$ cat src/rtl/lsu_bus_master_pkg.sv
// lsu_bus_master_pkg
// Shared definitions for the load/store bus master: RV32I funct3 codes,
// memory write-enable encodings, address region nibbles, FSM state encoding
// and small decode helpers.
package lsu_bus_master_pkg;

  localparam logic [2:0] F3_B  = 3'b000;
  localparam logic [2:0] F3_H  = 3'b001;
  localparam logic [2:0] F3_W  = 3'b010;
  localparam logic [2:0] F3_BU = 3'b100;
  localparam logic [2:0] F3_HU = 3'b101;

  localparam logic [2:0] WE_NONE = 3'b000;
  localparam logic [2:0] WE_WORD = 3'b001;
  localparam logic [2:0] WE_HALF = 3'b010;
  localparam logic [2:0] WE_BYTE = 3'b100;

  localparam logic [3:0] REGION_ROM = 4'h0;
  localparam logic [3:0] REGION_RAM = 4'h1;
  localparam logic [3:0] REGION_IO  = 4'h2;

  typedef enum logic [1:0] {
    ST_IDLE  = 2'd0,
    ST_ISSUE = 2'd1,
    ST_RESP  = 2'd2
  } lsu_state_e;

  // Write-enable pattern for a store; only the three legal store sizes map
  // to a nonzero value.
  function automatic logic [2:0] store_we(input logic [2:0] funct3);
    case (funct3)
      F3_W:    store_we = WE_WORD;
      F3_H:    store_we = WE_HALF;
      F3_B:    store_we = WE_BYTE;
      default: store_we = WE_NONE;
    endcase
  endfunction

  // Loads accept B/H/W/BU/HU; stores only B/H/W (no unsigned stores).
  function automatic logic funct3_illegal(input logic we, input logic [2:0] funct3);
    logic bad;
    bad = (funct3 == 3'b011) || (funct3 == 3'b110) || (funct3 == 3'b111);
    funct3_illegal = bad || (we && funct3[2]);
  endfunction

endpackage

$ cat src/rtl/lsu_bus_master_if.sv
// lsu_bus_master_if
// Groups the core-side request/response handshake and the memory data-port
// signals of the load/store bus master.
//   master : the lsu side (drives req_ready, resp_*, mem_addr/we/data_in)
//   slave  : the environment (core + memory) side
interface lsu_bus_master_if;

  logic        req_valid;
  logic        req_ready;
  logic        req_we;
  logic [2:0]  req_funct3;
  logic [31:0] req_addr;
  logic [31:0] req_wdata;

  logic        resp_valid;
  logic [31:0] resp_rdata;
  logic        resp_fault;

  logic [31:0] mem_addr;
  logic [2:0]  mem_write_enable;
  logic [31:0] mem_data_in;
  logic [31:0] mem_data_out;

  modport master (
    input  req_valid, req_we, req_funct3, req_addr, req_wdata, mem_data_out,
    output req_ready, resp_valid, resp_rdata, resp_fault,
           mem_addr, mem_write_enable, mem_data_in
  );

  modport slave (
    output req_valid, req_we, req_funct3, req_addr, req_wdata, mem_data_out,
    input  req_ready, resp_valid, resp_rdata, resp_fault,
           mem_addr, mem_write_enable, mem_data_in
  );

endinterface

$ cat src/rtl/lsu_bus_master_load_ext.sv
// lsu_load_ext
// Combinational sign/zero extension of load data returned by the memory.
// The memory has already shifted the addressed byte/half down to bit 0.
//   funct3 : load size/signedness (LB/LH/LW/LBU/LHU)
//   raw    : memory read data
//   data   : extended result
module lsu_load_ext
  import lsu_bus_master_pkg::*;
(
  input  logic [2:0]  funct3,
  input  logic [31:0] raw,
  output logic [31:0] data
);

  always_comb begin
    data = raw;
    case (funct3)
      F3_B:    data = {{24{raw[7]}}, raw[7:0]};
      F3_BU:   data = {24'b0, raw[7:0]};
      F3_H:    data = {{16{raw[15]}}, raw[15:0]};
      F3_HU:   data = {16'b0, raw[15:0]};
      default: data = raw;
    endcase
  end

endmodule

$ cat src/rtl/lsu_bus_master.sv
// lsu_bus_master
// Load/store initiator between the core execute stage and the memory data
// port. One request per handshake; the memory-side write enable is driven
// for exactly one cycle, load data is extended and returned as a registered
// one-cycle response with a fault flag.
// Ports:
//   clk   : system clock
//   rst_n : asynchronous active-low reset
//   bus   : lsu_bus_master_if.master (req_*, resp_*, mem_*)
// Build option:
//   MISALIGN_CHECK_EN : when defined, misaligned half/word accesses fault
//                       instead of being passed to the memory as-is.
//
// state | meaning
// IDLE  | waiting for a request, req_ready high
// ISSUE | memory access cycle, write enable asserted for stores
// RESP  | response pulse; may accept the next request in the same cycle
module lsu_bus_master
  import lsu_bus_master_pkg::*;
#(
  parameter logic [3:0]  ROM_REGION = REGION_ROM,
  parameter logic [31:0] RESET_ADDR = 32'h0000_0000
) (
  input logic             clk,
  input logic             rst_n,
  lsu_bus_master_if.master bus
);

  lsu_state_e  state;
  logic        req_ready_q;
  logic        resp_valid_q;
  logic [31:0] resp_rdata_q;
  logic        resp_fault_q;
  logic [2:0]  mem_we_q;
  logic [31:0] mem_addr_q;
  logic [31:0] mem_data_in_q;
  logic [2:0]  funct3_q;
  logic        we_q;
  logic        fault_q;

  logic        accept;
  logic        misalign;
  logic        fault_now;
  logic [31:0] ext_data;

  assign accept = bus.req_valid & req_ready_q;

`ifdef MISALIGN_CHECK_EN
  always_comb begin
    misalign = 1'b0;
    case (bus.req_funct3)
      F3_H, F3_HU: misalign = bus.req_addr[0];
      F3_W:        misalign = |bus.req_addr[1:0];
      default:     misalign = 1'b0;
    endcase
  end
`else
  assign misalign = 1'b0;
`endif

  // Fault is decided from the request itself so the ISSUE cycle can gate
  // the write enable without any extra decode.
  assign fault_now = funct3_illegal(bus.req_we, bus.req_funct3)
                   | (bus.req_we && (bus.req_addr[31:28] == ROM_REGION))
                   | misalign;

  lsu_load_ext u_load_ext (
    .funct3 (funct3_q),
    .raw    (bus.mem_data_out),
    .data   (ext_data)
  );

  always_ff @(posedge clk or negedge rst_n) begin
    if (!rst_n) begin
      state         <= ST_IDLE;
      req_ready_q   <= 1'b1;
      resp_valid_q  <= 1'b0;
      resp_rdata_q  <= 32'h0;
      resp_fault_q  <= 1'b0;
      mem_we_q      <= WE_NONE;
      mem_addr_q    <= RESET_ADDR;
      mem_data_in_q <= 32'h0;
      funct3_q      <= 3'b000;
      we_q          <= 1'b0;
      fault_q       <= 1'b0;
    end else begin
      case (state)
        ST_IDLE, ST_RESP: begin
          resp_valid_q <= 1'b0;
          if (accept) begin
            state         <= ST_ISSUE;
            req_ready_q   <= 1'b0;
            mem_addr_q    <= bus.req_addr;
            mem_data_in_q <= bus.req_wdata;
            funct3_q      <= bus.req_funct3;
            we_q          <= bus.req_we;
            fault_q       <= fault_now;
            mem_we_q      <= (bus.req_we && !fault_now) ? store_we(bus.req_funct3) : WE_NONE;
          end else begin
            state <= ST_IDLE;
          end
        end
        ST_ISSUE: begin
          state        <= ST_RESP;
          req_ready_q  <= 1'b1;
          mem_we_q     <= WE_NONE;
          resp_valid_q <= 1'b1;
          resp_fault_q <= fault_q;
          // Read data is sampled at the edge closing the access cycle.
          resp_rdata_q <= (fault_q || we_q) ? 32'h0 : ext_data;
        end
        default: begin
          state        <= ST_IDLE;
          req_ready_q  <= 1'b1;
          mem_we_q     <= WE_NONE;
          resp_valid_q <= 1'b0;
        end
      endcase
    end
  end

  assign bus.req_ready        = req_ready_q;
  assign bus.resp_valid       = resp_valid_q;
  assign bus.resp_rdata       = resp_rdata_q;
  assign bus.resp_fault       = resp_fault_q;
  assign bus.mem_addr         = mem_addr_q;
  assign bus.mem_write_enable = mem_we_q;
  assign bus.mem_data_in      = mem_data_in_q;

endmodule

$ cat src/flat_wrapper.sv
// flat-port wrapper written by rule: the top's interface ports become plain ports
module lsu_bus_master_flat import lsu_bus_master_pkg::*;
#(
  parameter logic [3:0]  ROM_REGION = REGION_ROM,
  parameter logic [31:0] RESET_ADDR = 32'h0000_0000
)
  (clk, rst_n, bus_req_valid, bus_req_we, bus_req_funct3, bus_req_addr, bus_req_wdata, bus_mem_data_out, bus_req_ready, bus_resp_valid, bus_resp_rdata, bus_resp_fault, bus_mem_addr, bus_mem_write_enable, bus_mem_data_in);
  lsu_bus_master_if bus_i ();
  input logic clk;
  input logic rst_n;
  input wire logic [$bits(bus_i.req_valid)-1:0] bus_req_valid;
  input wire logic [$bits(bus_i.req_we)-1:0] bus_req_we;
  input wire logic [$bits(bus_i.req_funct3)-1:0] bus_req_funct3;
  input wire logic [$bits(bus_i.req_addr)-1:0] bus_req_addr;
  input wire logic [$bits(bus_i.req_wdata)-1:0] bus_req_wdata;
  input wire logic [$bits(bus_i.mem_data_out)-1:0] bus_mem_data_out;
  output wire logic [$bits(bus_i.req_ready)-1:0] bus_req_ready;
  output wire logic [$bits(bus_i.resp_valid)-1:0] bus_resp_valid;
  output wire logic [$bits(bus_i.resp_rdata)-1:0] bus_resp_rdata;
  output wire logic [$bits(bus_i.resp_fault)-1:0] bus_resp_fault;
  output wire logic [$bits(bus_i.mem_addr)-1:0] bus_mem_addr;
  output wire logic [$bits(bus_i.mem_write_enable)-1:0] bus_mem_write_enable;
  output wire logic [$bits(bus_i.mem_data_in)-1:0] bus_mem_data_in;
  assign bus_i.req_valid = bus_req_valid;
  assign bus_i.req_we = bus_req_we;
  assign bus_i.req_funct3 = bus_req_funct3;
  assign bus_i.req_addr = bus_req_addr;
  assign bus_i.req_wdata = bus_req_wdata;
  assign bus_i.mem_data_out = bus_mem_data_out;
  assign bus_req_ready = bus_i.req_ready;
  assign bus_resp_valid = bus_i.resp_valid;
  assign bus_resp_rdata = bus_i.resp_rdata;
  assign bus_resp_fault = bus_i.resp_fault;
  assign bus_mem_addr = bus_i.mem_addr;
  assign bus_mem_write_enable = bus_i.mem_write_enable;
  assign bus_mem_data_in = bus_i.mem_data_in;
  lsu_bus_master #(.ROM_REGION(ROM_REGION), .RESET_ADDR(RESET_ADDR)) u_core (.clk(clk), .rst_n(rst_n), .bus(bus_i));
endmodule
$ cat config.mk
export PLATFORM = sky130hd
export DESIGN_NAME = lsu_bus_master_flat
export DESIGN_NICKNAME = d
export VERILOG_FILES = /design/src/rtl/lsu_bus_master_pkg.sv /design/src/rtl/lsu_bus_master_if.sv /design/src/rtl/lsu_bus_master_load_ext.sv /design/src/rtl/lsu_bus_master.sv /design/src/flat_wrapper.sv
export SDC_FILE = /design/constraint.sdc
export NUM_CORES = 1
export LEC_CHECK = 0
export CAP_MARGIN = 5
export CORE_MARGIN = 5
export CORE_UTILIZATION = 41
export CTS_CLUSTER_DIAMETER = 200
export DETAILED_ROUTE_END_ITERATION = 8
export GPL_TIMING_DRIVEN = 0
export PLACE_DENSITY = 0.87
export SLEW_MARGIN = 0
export SYNTH_ARGS = -nofsm -noshare
export SYNTH_HDL_FRONTEND = slang
export SYNTH_SLANG_ARGS = --single-unit
$ cat constraint.sdc
create_clock -name clk -period 1.74 [get_ports clk]
set_clock_uncertainty 0.2 [all_clocks]
set_input_delay 0.435 -clock clk [delete_from_list [all_inputs] [get_ports clk]]
set_output_delay 0.435 -clock clk [all_outputs]
set_load 0.05 [all_outputs]
== After elaboration in Yosys (flattened, before gate mapping) ==
Cells that the tools add are included.

* Word-level logic and storage cells: 49
* Register bits after elaboration: 109

* Reduce and logical (&&, ||, !) cells: 14
* Equal/unequal tests: 11
* Mux-type cells: 11
* Bitwise logic cells: 2

{| class="wikitable"
|+ Operators by type and width
! cell !! count
|-
| $pmux 32 s4 || 1
|-
| $mux 32 || 1
|-
| $eq 3x3->1 const B || 4
|-
| $mux 3 || 3
|-
| $pmux 3 s3 || 1
|-
| $eq 3x1->1 const B || 2
|-
| $eq 3x2->1 const B || 2
|-
| $logic_not 3->1 || 2
|-
| $logic_not 4->1 || 1
|-
| $logic_or 1x1->1 || 4
|-
| $mux 1 || 4
|-
| $pmux 2 s2 || 1
|-
| $logic_and 1x1->1 || 3
|-
| $eq 2x1->1 const B || 1
|-
| $eq 2x2->1 const B || 1
|-
| $logic_not 2->1 || 1
|-
| $ne 2x1->1 const B || 1
|-
| $reduce_and 2->1 || 1
|-
| $reduce_or 2->1 || 1
|-
| $and 1x1->1 || 1
|-
| $logic_not 1->1 || 1
|-
| $or 1x1->1 || 1
|}

== Logic depth before layout (Yosys ltp) ==
Gate-level depths: netlist of run 1.

* Word-level depth: 10
* Gate-level depth with buffers: 5
* Depth with buffers taken out: 4

== Cells and area by module ==
Synthesis of run 1 repeated with hierarchy kept, for this count alone.

* Cell total of the unflattened synthesis: 453
* Area, all modules: 4393.0 um^2

{| class="wikitable"
|+ Modules (own cells, without submodules)
! module !! seq. area each (um^2) !! cells each !! times used !! area an instance (um^2)
|-
| lsu_bus_master || 2703.8 || 386 || 1 || 4037.6
|-
| lsu_load_ext || 0.0 || 67 || 1 || 355.3
|}

== Worst setup path before layout of run 1 ==
OpenSTA, ideal clock, no wires.

* Path kind: register to register
* Start point: register u_core.req_ready_q, in the netlist u_core.bus.req_ready
* End point: register u_core.mem_we_q[0], in the netlist u_core.bus.mem_write_enable[0]
* Library setup time: 69 ps
* Period minus slack after synthesis: 1734 ps
* Setup slack: 6 ps
* Cell stages (with the launch flop): 4
* Required time: 1471 ps
* Data arrival time: 1465 ps
* Path buffers: 0
* Cell sequence: dfstp_2 > nand3b_4 > nor4b_1 > a32o_1

* Word-level cells in the longest chain between the ends: 2

{| class="wikitable"
|+ RTL lines
! element !! RTL line !! source
|-
| from (decl) || lsu_bus_master.sv:30 || <nowiki>logic req_ready_q;</nowiki>
|-
| from (signal assigned) || lsu_bus_master.sv:76 || <nowiki>req_ready_q <= 1'b1;</nowiki>
|-
| from (signal assigned) || lsu_bus_master.sv:92 || <nowiki>req_ready_q <= 1'b0;</nowiki>
|-
| from (signal assigned) || lsu_bus_master.sv:105 || <nowiki>req_ready_q <= 1'b1;</nowiki>
|-
| $and 1x1->1 || lsu_bus_master.sv:46 || <nowiki>assign accept = bus.req_valid & req_ready_q;</nowiki>
|-
| $ne 2x1->1 (no source line) || - ||
|-
| to (signal assigned) || lsu_bus_master.sv:98 || <nowiki>mem_we_q <= (bus.req_we && !fault_now) ? store_we(bus.req_funct3) : WE_NONE;</nowiki>
|-
| to (decl) || lsu_bus_master.sv:34 || <nowiki>logic [2:0] mem_we_q;</nowiki>
|}

No other way between the ends.
A chain may end at the register's enable or synchronous reset.

== Final worst setup path of run 1 ==
* Start point: register u_core.req_ready_q, in the netlist u_core.bus.req_ready
* End point: output port bus_req_ready

{| class="wikitable"
|+ RTL lines
! element !! RTL line !! source
|-
| to (decl) || flat_wrapper.sv:17 || <nowiki>output wire logic [$bits(bus_i.req_ready)-1:0] bus_req_ready;</nowiki>
|}

No word-level cell between the ends.

==> results of run 1 <==
## area by class of cell
class / instances / share of cell area
flip-flops and latches: 108 / 0.4382
repair buffers: 206 / 0.2543
multi-input cells: 290 / 0.2236
well taps: 136 / 0.02757
clock buffers: 12 / 0.02352
plain buffers: 27 / 0.02311
clock inverters: 4 / 0.007908
inverters: 3 / 0.001825
## stage by stage
step	setup WS [ns]	TNS (ns)
final	-0.01813	-0.01813
after global routing	-0.05244	-0.05244
after floorplan	0.006334	0
after detailed placement	-0.5026	-39.17
after global placement	-3.894	-455.40
after CTS	-0.04555	-0.04555
## metal layers
layer  wire length (µm)  track usage  vias to the layer above
met5                  0            0                        -
met4                185      0.05515                        0
met3               1169      0.08043                       16
met2               6483       0.3667                      151
met1               5064       0.2513                     1795
li1                   -            -                     1817
## final timing paths
check	from	endpoint	slack, ns	depth (start not counted)
setup reg to reg	u_core.bus.req_ready	u_core.fault_q	0.10	4
max in group asynchronous	rst_n	u_core.bus.req_ready	0.56	2
hold / removal	rst_n	u_core.bus.resp_rdata[8]	-0.005	1
hold reg to reg	u_core.bus.mem_data_in[8]	u_core.bus.mem_data_in[8]	0.28	2
min in group clk	u_core.bus.mem_data_in[8]	u_core.bus.mem_data_in[8]	0.28	2
setup / recovery	u_core.bus.req_ready	bus_req_ready	-0.02	1
## layout by cell type (no fill, tap or decap), types with 2 or more instances in the layout
cell type,n
a22o_1,18
a32oi_1,16
buf_2,111
buf_4,4
buf_6,2
clkbuf_1,8
clkbuf_2,7
clkbuf_8,10
clkdlybuf4s50_1,101
clkinv_2,2
dfrtp_1,107
inv_1,2
mux2_2,2
nand2_1,228
nor2_1,3
o21ai_0,10
## where the power goes
| group | leakage, nW | switching (mW) | internal, mW | total, mW |
|---|---|---|---|---|
| logic | 1.98 | 0.101 | 0.214 | 0.315 |
| clock network | 0.100 | 0.816 | 0.706 | 1.52 |
| registers | 1.51 | 0 | 2.51 | 2.51 |
## kinds of logic after synthesis
family	count (synthesis)
AND/OR/NAND/NOR	240
multiplexers	2
AO/OA/AOI/OAI	48
flip-flops	108
buffers and inverters	30
## timing repair
item / CTS / global route
gates resized for setup: 523 / 7
buffers inserted: 0 / 1
setup endpoints to repair: 172 / 29
pin swaps: 1 / 1
## registers in the layout, indices dropped and copies added (netlist names)
name,cells
u_core.bus.resp_rdata,32
u_core.state,1
u_core.bus.req_ready,1
u_core.bus.resp_valid,1
u_core.funct3_q,3
u_core.bus.resp_fault,1
u_core.we_q,1
u_core.bus.mem_data_in,32
u_core.fault_q,1
u_core.bus.mem_addr,32
u_core.bus.mem_write_enable,3
==> results.py, run 1 <==
metrics = {
    "setup_path": {
        "crit_chain": "buf_8",
        "crit_type": "flip-flop to output port",
        "crit_family": "flip-flops",
        "endpoint_kind": "output port",
        "cp_max_fo": 4,
        "critPathArrivalTime_ns": 1.12,
        "crit_buf_inv": 1,
        "startpoint_type": "flip-flop",
        "crit_required_ns": 1.10,
        "max_stage_delay_ns": 0.61,
        "cp_slowest_cell": "dfstp_2",
    },
    "synthesis": {
        "synth_top_cell_by_area": "dfrtp_1",
        "synth-adder-area-share": 0,
        "synth_xor_area_frac": 0,
        "yosysWarnings": 0,
        "synth_top_area_frac": 0.6358,
        "synth_compound_area_frac": 0.08942,
        "synth_cell_type_count": 27,
        "synth_edf_count": 0,
        "synth_commonest_cells": "nand2_1, dfrtp_1, a22o_1",
        "synthMuxAreaShare": 0.005348,
        "synth_cells": 428,
        "avgSynthCellArea_um2": 9.840,
        "ys.flop_type": "dfrtp_1",
        "synth_nets": 531,
        "synth_top_family_by_area": "simple AND/OR/NAND/NOR gates",
        "yosys.area_share.simple": 0.2299,
        "yosysMostFrequentCell": "nand2_1",
        "yosysSeqAreaShare": 0.6420,
        "synthArstFlopShare": 1.000,
        "synth_area_leaders": "dfrtp_1, nand2_1, a22o_1",
        "synth-seq-cells": 108,
        "syn-cell-area_um2": 4212,
    },
    "cts": {
        "cts_buffer_depth": 2,
        "tritoncts": "built",
        "cts_buffers": 9,
        "cts_hold_buf": 0,
        "cts_root_buffer": "clkbuf_8",
        "h-tree-depth": 3,
        "cts.sink_count": 108,
        "clk_latency_ns": 0.36,
        "clkSlewWorstSetupHoldPaths_ns": 0.10,
    },
    "run_status": {
        "violations": "hold timing, setup timing",
        "status": "finished with violations",
    },
    "flow_run": {
        "maxCapViolCount": 0,
    },
    "floorplanning": {
        "ioPinCount": 205,
        "dieArea_um2": 12400,
        "coreArea_um2": 10180,
        "initial_core_util": 0.4135,
        "rows": 37,
        "fp.dieW_um": 111.4,
        "die_h_um": 111.4,
    },
    "cells_and_area": {
        "syn_to_final_growth_pct": 46.52,
        "drive_gt1_frac": 0.2308,
        "design_area_um2": 6171,
        "finish.utilization": 0.6059,
        "antenna_cells": 0,
        "final-seq-area_um2": 2704,
        "stdcell_count": 786,
        "multi_input_area_um2": 1380,
        "final_nets": 748,
        "nFillCells": 907,
    },
    "place": {
        "dpl.hpwl_um": 9865,
        "dp_cells": 769,
        "io_buffers": 204,
        "placed_area_um2": 6441,
        "place_congestion": 0.7670,
    },
    "pwr": {
        "p_per_area_nw_per_um2": 704.0,
        "finalPower_mw": 4.345,
        "leakagePower_nw": 3.585,
        "peakVddDrop_uv": 412.2,
    },
    "sta": {
        "worstMarginPinSlew_ns": 0.8890,
        "slew_headroom": 0.4073,
        "finalCritPeriodShare": 1.010,
        "max_freq_ghz": 0.5688,
        "finalSetupViolCount": 1,
        "hold_violations": 3,
        "drv_slew": 0,
        "fin_crit_ns": 1.758,
        "fin_hold_ws_ns": -0.005209,
        "layout_setup_ws_ns": -0.01813,
        "rsz0062_at_grt": "yes",
    },
    "routing": {
        "drt.antenna.violating_nets": 0,
        "viasPerCell": 4.808,
        "dr.pass1.iters": 4,
        "wirelength_um": 12900,
        "first_iter_violations": 147,
        "vias": 3779,
        "drc": 0,
        "wl_per_cell_um": 16.42,
    },
    "grt": {
        "grt_pass1_vias": 4106,
        "grt_pass1_wl_um": 21430,
        "overflow": 0,
        "grt_max_degree": 71,
        "antenna_found_initial": 0,
        "groute.usage.overall": 0.2127,
    },
    "hold_path": {
        "hold_path_class": "input port to asynchronous set/reset pin",
    },
}
(Power assumes the default switching activity.)
==> inputs of run 2 (changes only) <==
CORE_MARGIN = 3   (was 5)
==> results.py, run 2 (same netlist as run 1, synthesis figures left out) <==
metrics = {
    "run_status": {
        "status": "finished with violations",
        "violations": "setup timing",
    },
    "place": {
        "dpl.hpwl_um": 9537,
        "place_congestion": 0.7781,
        "io_buffers": 204,
    },
    "floorplanning": {
        "initial_core_util": 0.4269,
        "coreArea_um2": 9864,
        "die_h_um": 107.4,
        "dieArea_um2": 11520,
        "rows": 36,
        "fp.dieW_um": 107.4,
        "ioPinCount": 205,
    },
    "grt": {
        "groute.usage.overall": 0.2204,
        "grt_pass1_wl_um": 19710,
        "antenna_found_initial": 0,
        "grt_max_degree": 56,
        "overflow": 0,
        "grt_pass1_vias": 3932,
    },
    "setup_path": {
        "crit_chain": "buf_8",
        "reg2reg_depth": 5,
        "crit_type": "flip-flop to output port",
        "crit_family": "flip-flops",
        "max_stage_delay_ns": 0.60,
        "startpoint_type": "flip-flop",
        "crit_buf_inv": 1,
        "cp_max_fo": 4,
        "crit_required_ns": 1.10,
        "cp_slowest_cell": "dfstp_2",
        "cp_num_cells": 1,
        "endpoint_kind": "output port",
        "critPathArrivalTime_ns": 1.12,
    },
    "cts": {
        "cts.sink_count": 108,
        "tritoncts": "built",
        "cts_root_buffer": "clkbuf_8",
        "h-tree-depth": 3,
        "cts_buffer_depth": 2,
        "cts_buffers": 9,
        "clk_latency_ns": 0.37,
        "clkSlewWorstSetupHoldPaths_ns": 0.09,
    },
    "cells_and_area": {
        "antenna_cells": 0,
        "final_cell_mix": "nand2_1, buf_2, dfrtp_1, clkdlybuf4s50_1, a22o_1",
        "syn_to_final_growth_pct": 46.58,
        "nFillCells": 840,
        "layout_commonest_cell": "nand2_1",
        "final_nets": 749,
        "finish.utilization": 0.6258,
        "drive_gt1_frac": 0.2289,
    },
    "pwr": {
        "peakVddDrop_uv": 367.2,
        "p_per_area_nw_per_um2": 696.1,
        "leakagePower_nw": 3.586,
    },
    "hold_path": {
        "hold_path_depth": 2,
        "hold_path_class": "flip-flop to flip-flop",
    },
    "sta": {
        "hold_violations": 0,
        "layout_setup_ws_ns": -0.01969,
        "slew_headroom": 0.5274,
        "fin_hold_ws_ns": 0.2719,
        "rsz0062_at_grt": "yes",
        "drv_slew": 0,
        "finalCritPeriodShare": 1.011,
        "max_freq_ghz": 0.5683,
        "worstMarginPinSlew_ns": 0.7089,
        "finalSetupViolCount": 1,
        "fin_crit_ns": 1.760,
        "setup_tns_ns": -0.01969,
    },
    "routing": {
        "wl_per_cell_um": 15.97,
        "first_iter_violations": 187,
        "vias": 3829,
        "dr.pass1.iters": 5,
        "viasPerCell": 4.884,
        "wirelength_um": 12520,
        "drc": 0,
        "drt.antenna.violating_nets": 0,
    },
    "flow_run": {
        "maxCapViolCount": 0,
    },
}
## run 2: area by class of cell
type / instances / area [µm²] / share of cell area
Buffer: 27 / 146.4 / 0.02371
Clock buffer: 13 / 138.9 / 0.02250
Clock inverter: 3 / 40.04 / 0.006486
Inverter: 3 / 11.26 / 0.001824
Multi-Input combinational cell: 290 / 1380 / 0.2236
Sequential cell: 108 / 2704 / 0.4380
Tap cell: 133 / 166.4 / 0.02696
Timing Repair Buffer: 207 / 1587 / 0.2570
## run 2: per-layer routing
layer	GRT usage	vias to the layer above	routed length [µm]
met3	0.08038	17	1242
li1	-	1822	-
met4	0.07574	0	241
met5	0	-	0
met1	0.2577	1834	4882
met2	0.3749	156	6151
## run 2: final timing paths
| path | startpoint | end | slack [ns] |
|---|---|---|---|
| max | u_core.bus.req_ready | bus_req_ready | -0.02 |
| min | u_core.bus.mem_data_in[4] | u_core.bus.mem_data_in[4] | 0.27 |
| max reg2reg | u_core.funct3_q[0] | u_core.bus.resp_rdata[26] | 0.08 |
| min reg2reg | u_core.bus.mem_data_in[4] | u_core.bus.mem_data_in[4] | 0.27 |
| max in group asynchronous | rst_n | u_core.bus.mem_data_in[0] | 0.18 |
| min in group asynchronous | rst_n | u_core.bus.resp_rdata[12] | 0.45 |
## run 2: stage by stage
step | power [mW] | instances | setup WS [ns] | instance area [µm²]
global route | 4.472 | 784 | -0.07371 | 6173
floorplan | 2.576 | 428 | 0.006334 | 4212
finish | 4.297 | 784 | -0.01969 | 6173
global placement | 2.862 | 765 | -3.860 | 6420
detailed placement | 2.873 | 766 | -0.5701 | 6445
CTS | 4.343 | 783 | -0.04776 | 6215
## run 2: report_power, final
group	leakage, nW	switching [mW]	internal [mW]
clock network	0.0914	0.807	0.666
registers	1.51	0	2.51
logic	1.99	0.0994	0.217
## run 2: worst min-delay path, stage by stage, from the launching register on
cell and delay (ns):
dfrtp_1 0.34, nand2_1 0.05, nand2_1 0.05
## run 2: repair_timing
| item | CTS | global route |
|---|---|---|
| gates resized for setup | 506 | 27 |
| setup buffers | 0 | 1 |
| pin swaps | 0 | 1 |
| hold endpoints to repair | 53 | 0 |
| cloned | 0 | 0 |
| hold buffers | 1 | 0 |
| endpoints found under the setup margin | 164 | 39 |
==> inputs of run 3 (changes only) <==
CELL_PAD_IN_SITES_DETAIL_PLACEMENT = 0   (was unset)
CELL_PAD_IN_SITES_GLOBAL_PLACEMENT = 1   (was unset)
CORE_UTILIZATION = 29   (was 41)
PLACE_DENSITY = 0.85   (was 0.87)
==> results.py, run 3 (same netlist as run 1, synthesis figures left out) <==
metrics = {
    "cells_and_area": {
        "final_nets": 750,
        "nFillCells": 1391,
        "design_area_um2": 6415,
        "antenna_cells": 0,
        "finish.utilization": 0.4568,
        "final_cell_mix": "nand2_1, dfrtp_1, buf_2, clkdlybuf4s50_1, a22o_1",
        "drive_gt1_frac": 0.2331,
        "layout_commonest_cell": "nand2_1",
        "syn_to_final_growth_pct": 52.32,
    },
    "setup_path": {
        "crit_chain": "buf_8",
        "crit_buf_inv": 1,
        "startpoint_type": "flip-flop",
        "cp_slowest_cell": "dfstp_2",
        "crit_family": "flip-flops",
        "endpoint_kind": "output port",
        "cp_max_fo": 4,
        "crit_type": "flip-flop to output port",
        "max_stage_delay_ns": 0.60,
        "crit_required_ns": 1.10,
        "critPathArrivalTime_ns": 1.11,
    },
    "routing": {
        "dr_wl_met3_um": 1245,
        "viasPerCell": 4.579,
        "dr.pass1.iters": 6,
        "drc": 0,
        "wl_met1_um": 5254,
        "vias": 3810,
        "dr_wl_met2_um": 6206,
        "wirelength_um": 12960,
        "drt.antenna.violating_nets": 0,
        "top_layer": "met4",
        "first_iter_violations": 154,
        "wl_per_cell_um": 15.57,
    },
    "sta": {
        "layout_setup_ws_ns": -0.005135,
        "drv_slew": 0,
        "slew_headroom": 0.6608,
        "hold_violations": 0,
        "worstMarginPinSlew_ns": 0.5088,
        "max_freq_ghz": 0.5730,
        "setup_tns_ns": -0.005135,
        "finalCritPeriodShare": 1.003,
        "finalSetupViolCount": 1,
        "fin_crit_ns": 1.745,
        "rsz0062_at_grt": "yes",
    },
    "floorplanning": {
        "rows": 43,
        "initial_core_util": 0.2999,
        "fp.dieW_um": 126.5,
        "coreArea_um2": 14040,
        "ioPinCount": 205,
        "dieArea_um2": 16000,
        "die_h_um": 126.5,
    },
    "pwr": {
        "peakVddDrop_uv": 618.8,
        "internal_power_mw": 3.841,
        "swShare": 0.2122,
        "pwr-share-clk": 0.420,
        "p_per_area_nw_per_um2": 760.1,
        "finalPower_mw": 4.876,
        "p_comb_frac": 0.066,
        "power.net_switching_mw": 1.035,
        "pwr-share-seq": 0.514,
        "leakagePower_nw": 3.625,
    },
    "place": {
        "dpl.hpwl_um": 9635,
        "place_congestion": 0.7666,
        "preCtsSetupSlack_ns": -0.5617,
        "placed_area_um2": 6504,
        "io_buffers": 204,
    },
    "grt": {
        "grt_max_degree": 57,
        "overflow": 0,
        "grt_pass1_vias": 4012,
        "grt_pass1_wl_um": 20710,
        "groute.usage.overall": 0.1619,
        "antenna_found_initial": 0,
    },
    "cts": {
        "clkSlewWorstSetupHoldPaths_ns": 0.07,
        "cts_root_buffer": "clkbuf_16",
        "cts.sink_count": 108,
        "h-tree-depth": 3,
        "cts_buffer_depth": 2,
        "clk_latency_ns": 0.34,
        "cts_buffers": 9,
        "tritoncts": "built",
    },
    "flow_run": {
        "maxCapViolCount": 0,
    },
    "run_status": {
        "violations": "setup timing",
        "status": "finished with violations",
    },
    "hold_path": {
        "hold_path_class": "input port to flip-flop",
    },
}
[run 3: changes by cell type in the layout (fill, tap and decap cells not counted), moves of 2 or more]
cell | before | now
buf_2 | 111 | 100
clkbuf_16 | 0 | 9
clkbuf_4 | 2 | 6
clkbuf_8 | 9 | 0
clkdlybuf4s15_2 | 0 | 6
clkdlybuf4s18_2 | 0 | 2
clkinvlp_4 | 0 | 4
[run 3: cell type report]
cell class	instances	area, µm²	area share
well taps	180	225.2	0.03511
clock buffers	10	229.0	0.03569
clock inverters	6	65.06	0.01014
repair buffers	208	1648	0.2569
plain buffers	27	152.6	0.02380
multi-input cells	290	1380	0.2151
inverters	3	11.26	0.001755
flip-flops and latches	108	2704	0.4215
[run 3: layer usage]
metal / up-vias / GRT usage
li1: 1828 / -
met1: 1820 / 0.1902
met2: 144 / 0.2699
met3: 18 / 0.06779
met4: 0 / 0.05047
met5: - / 0
[run 3: through the flow]
stage                     hold WS, ns  cells
after floorplan              -0.06059    428
after global placement         0.2572    812
after detailed placement       0.2621    813
after CTS                      0.2808    830
after global routing           0.2978    832
final                          0.2667    832
[run 3: timing repair]
item,in CTS,in global routing
pin swaps,0,2
buffers inserted,0,2
hold buffers,1,0
resized for setup,398,124
setup endpoints to repair,174,180
endpoints found under the hold margin,52,0
[run 3: path summary, 6_finish.rpt]
check	startpoint	end	slack [ns]	depth (start not counted)
max	u_core.bus.req_ready	bus_req_ready	-0.005	1
min	bus_req_valid	u_core.bus.req_ready	0.27	3
max reg2reg	u_core.funct3_q[0]	u_core.bus.resp_rdata[24]	0.10	5
min reg2reg	u_core.bus.mem_data_in[15]	u_core.bus.mem_data_in[15]	0.27	2
max in group asynchronous	rst_n	u_core.bus.req_ready	0.23	3
min in group asynchronous	rst_n	u_core.bus.resp_rdata[13]	0.41	2
[run 3: power by group through the flow]
| stage | registers (mW) | logic (mW) | clock network (mW) |
|---|---|---|---|
| final | 2.51 | 0.320 | 2.05 |
| after global routing | 2.51 | 0.348 | 2.22 |
| after CTS | 2.51 | 0.327 | 2.14 |
| after detailed placement | 2.56 | 0.320 | 0 |
| after global placement | 2.56 | 0.308 | 0 |
| after floorplan | 2.56 | 0.0175 | 0 |
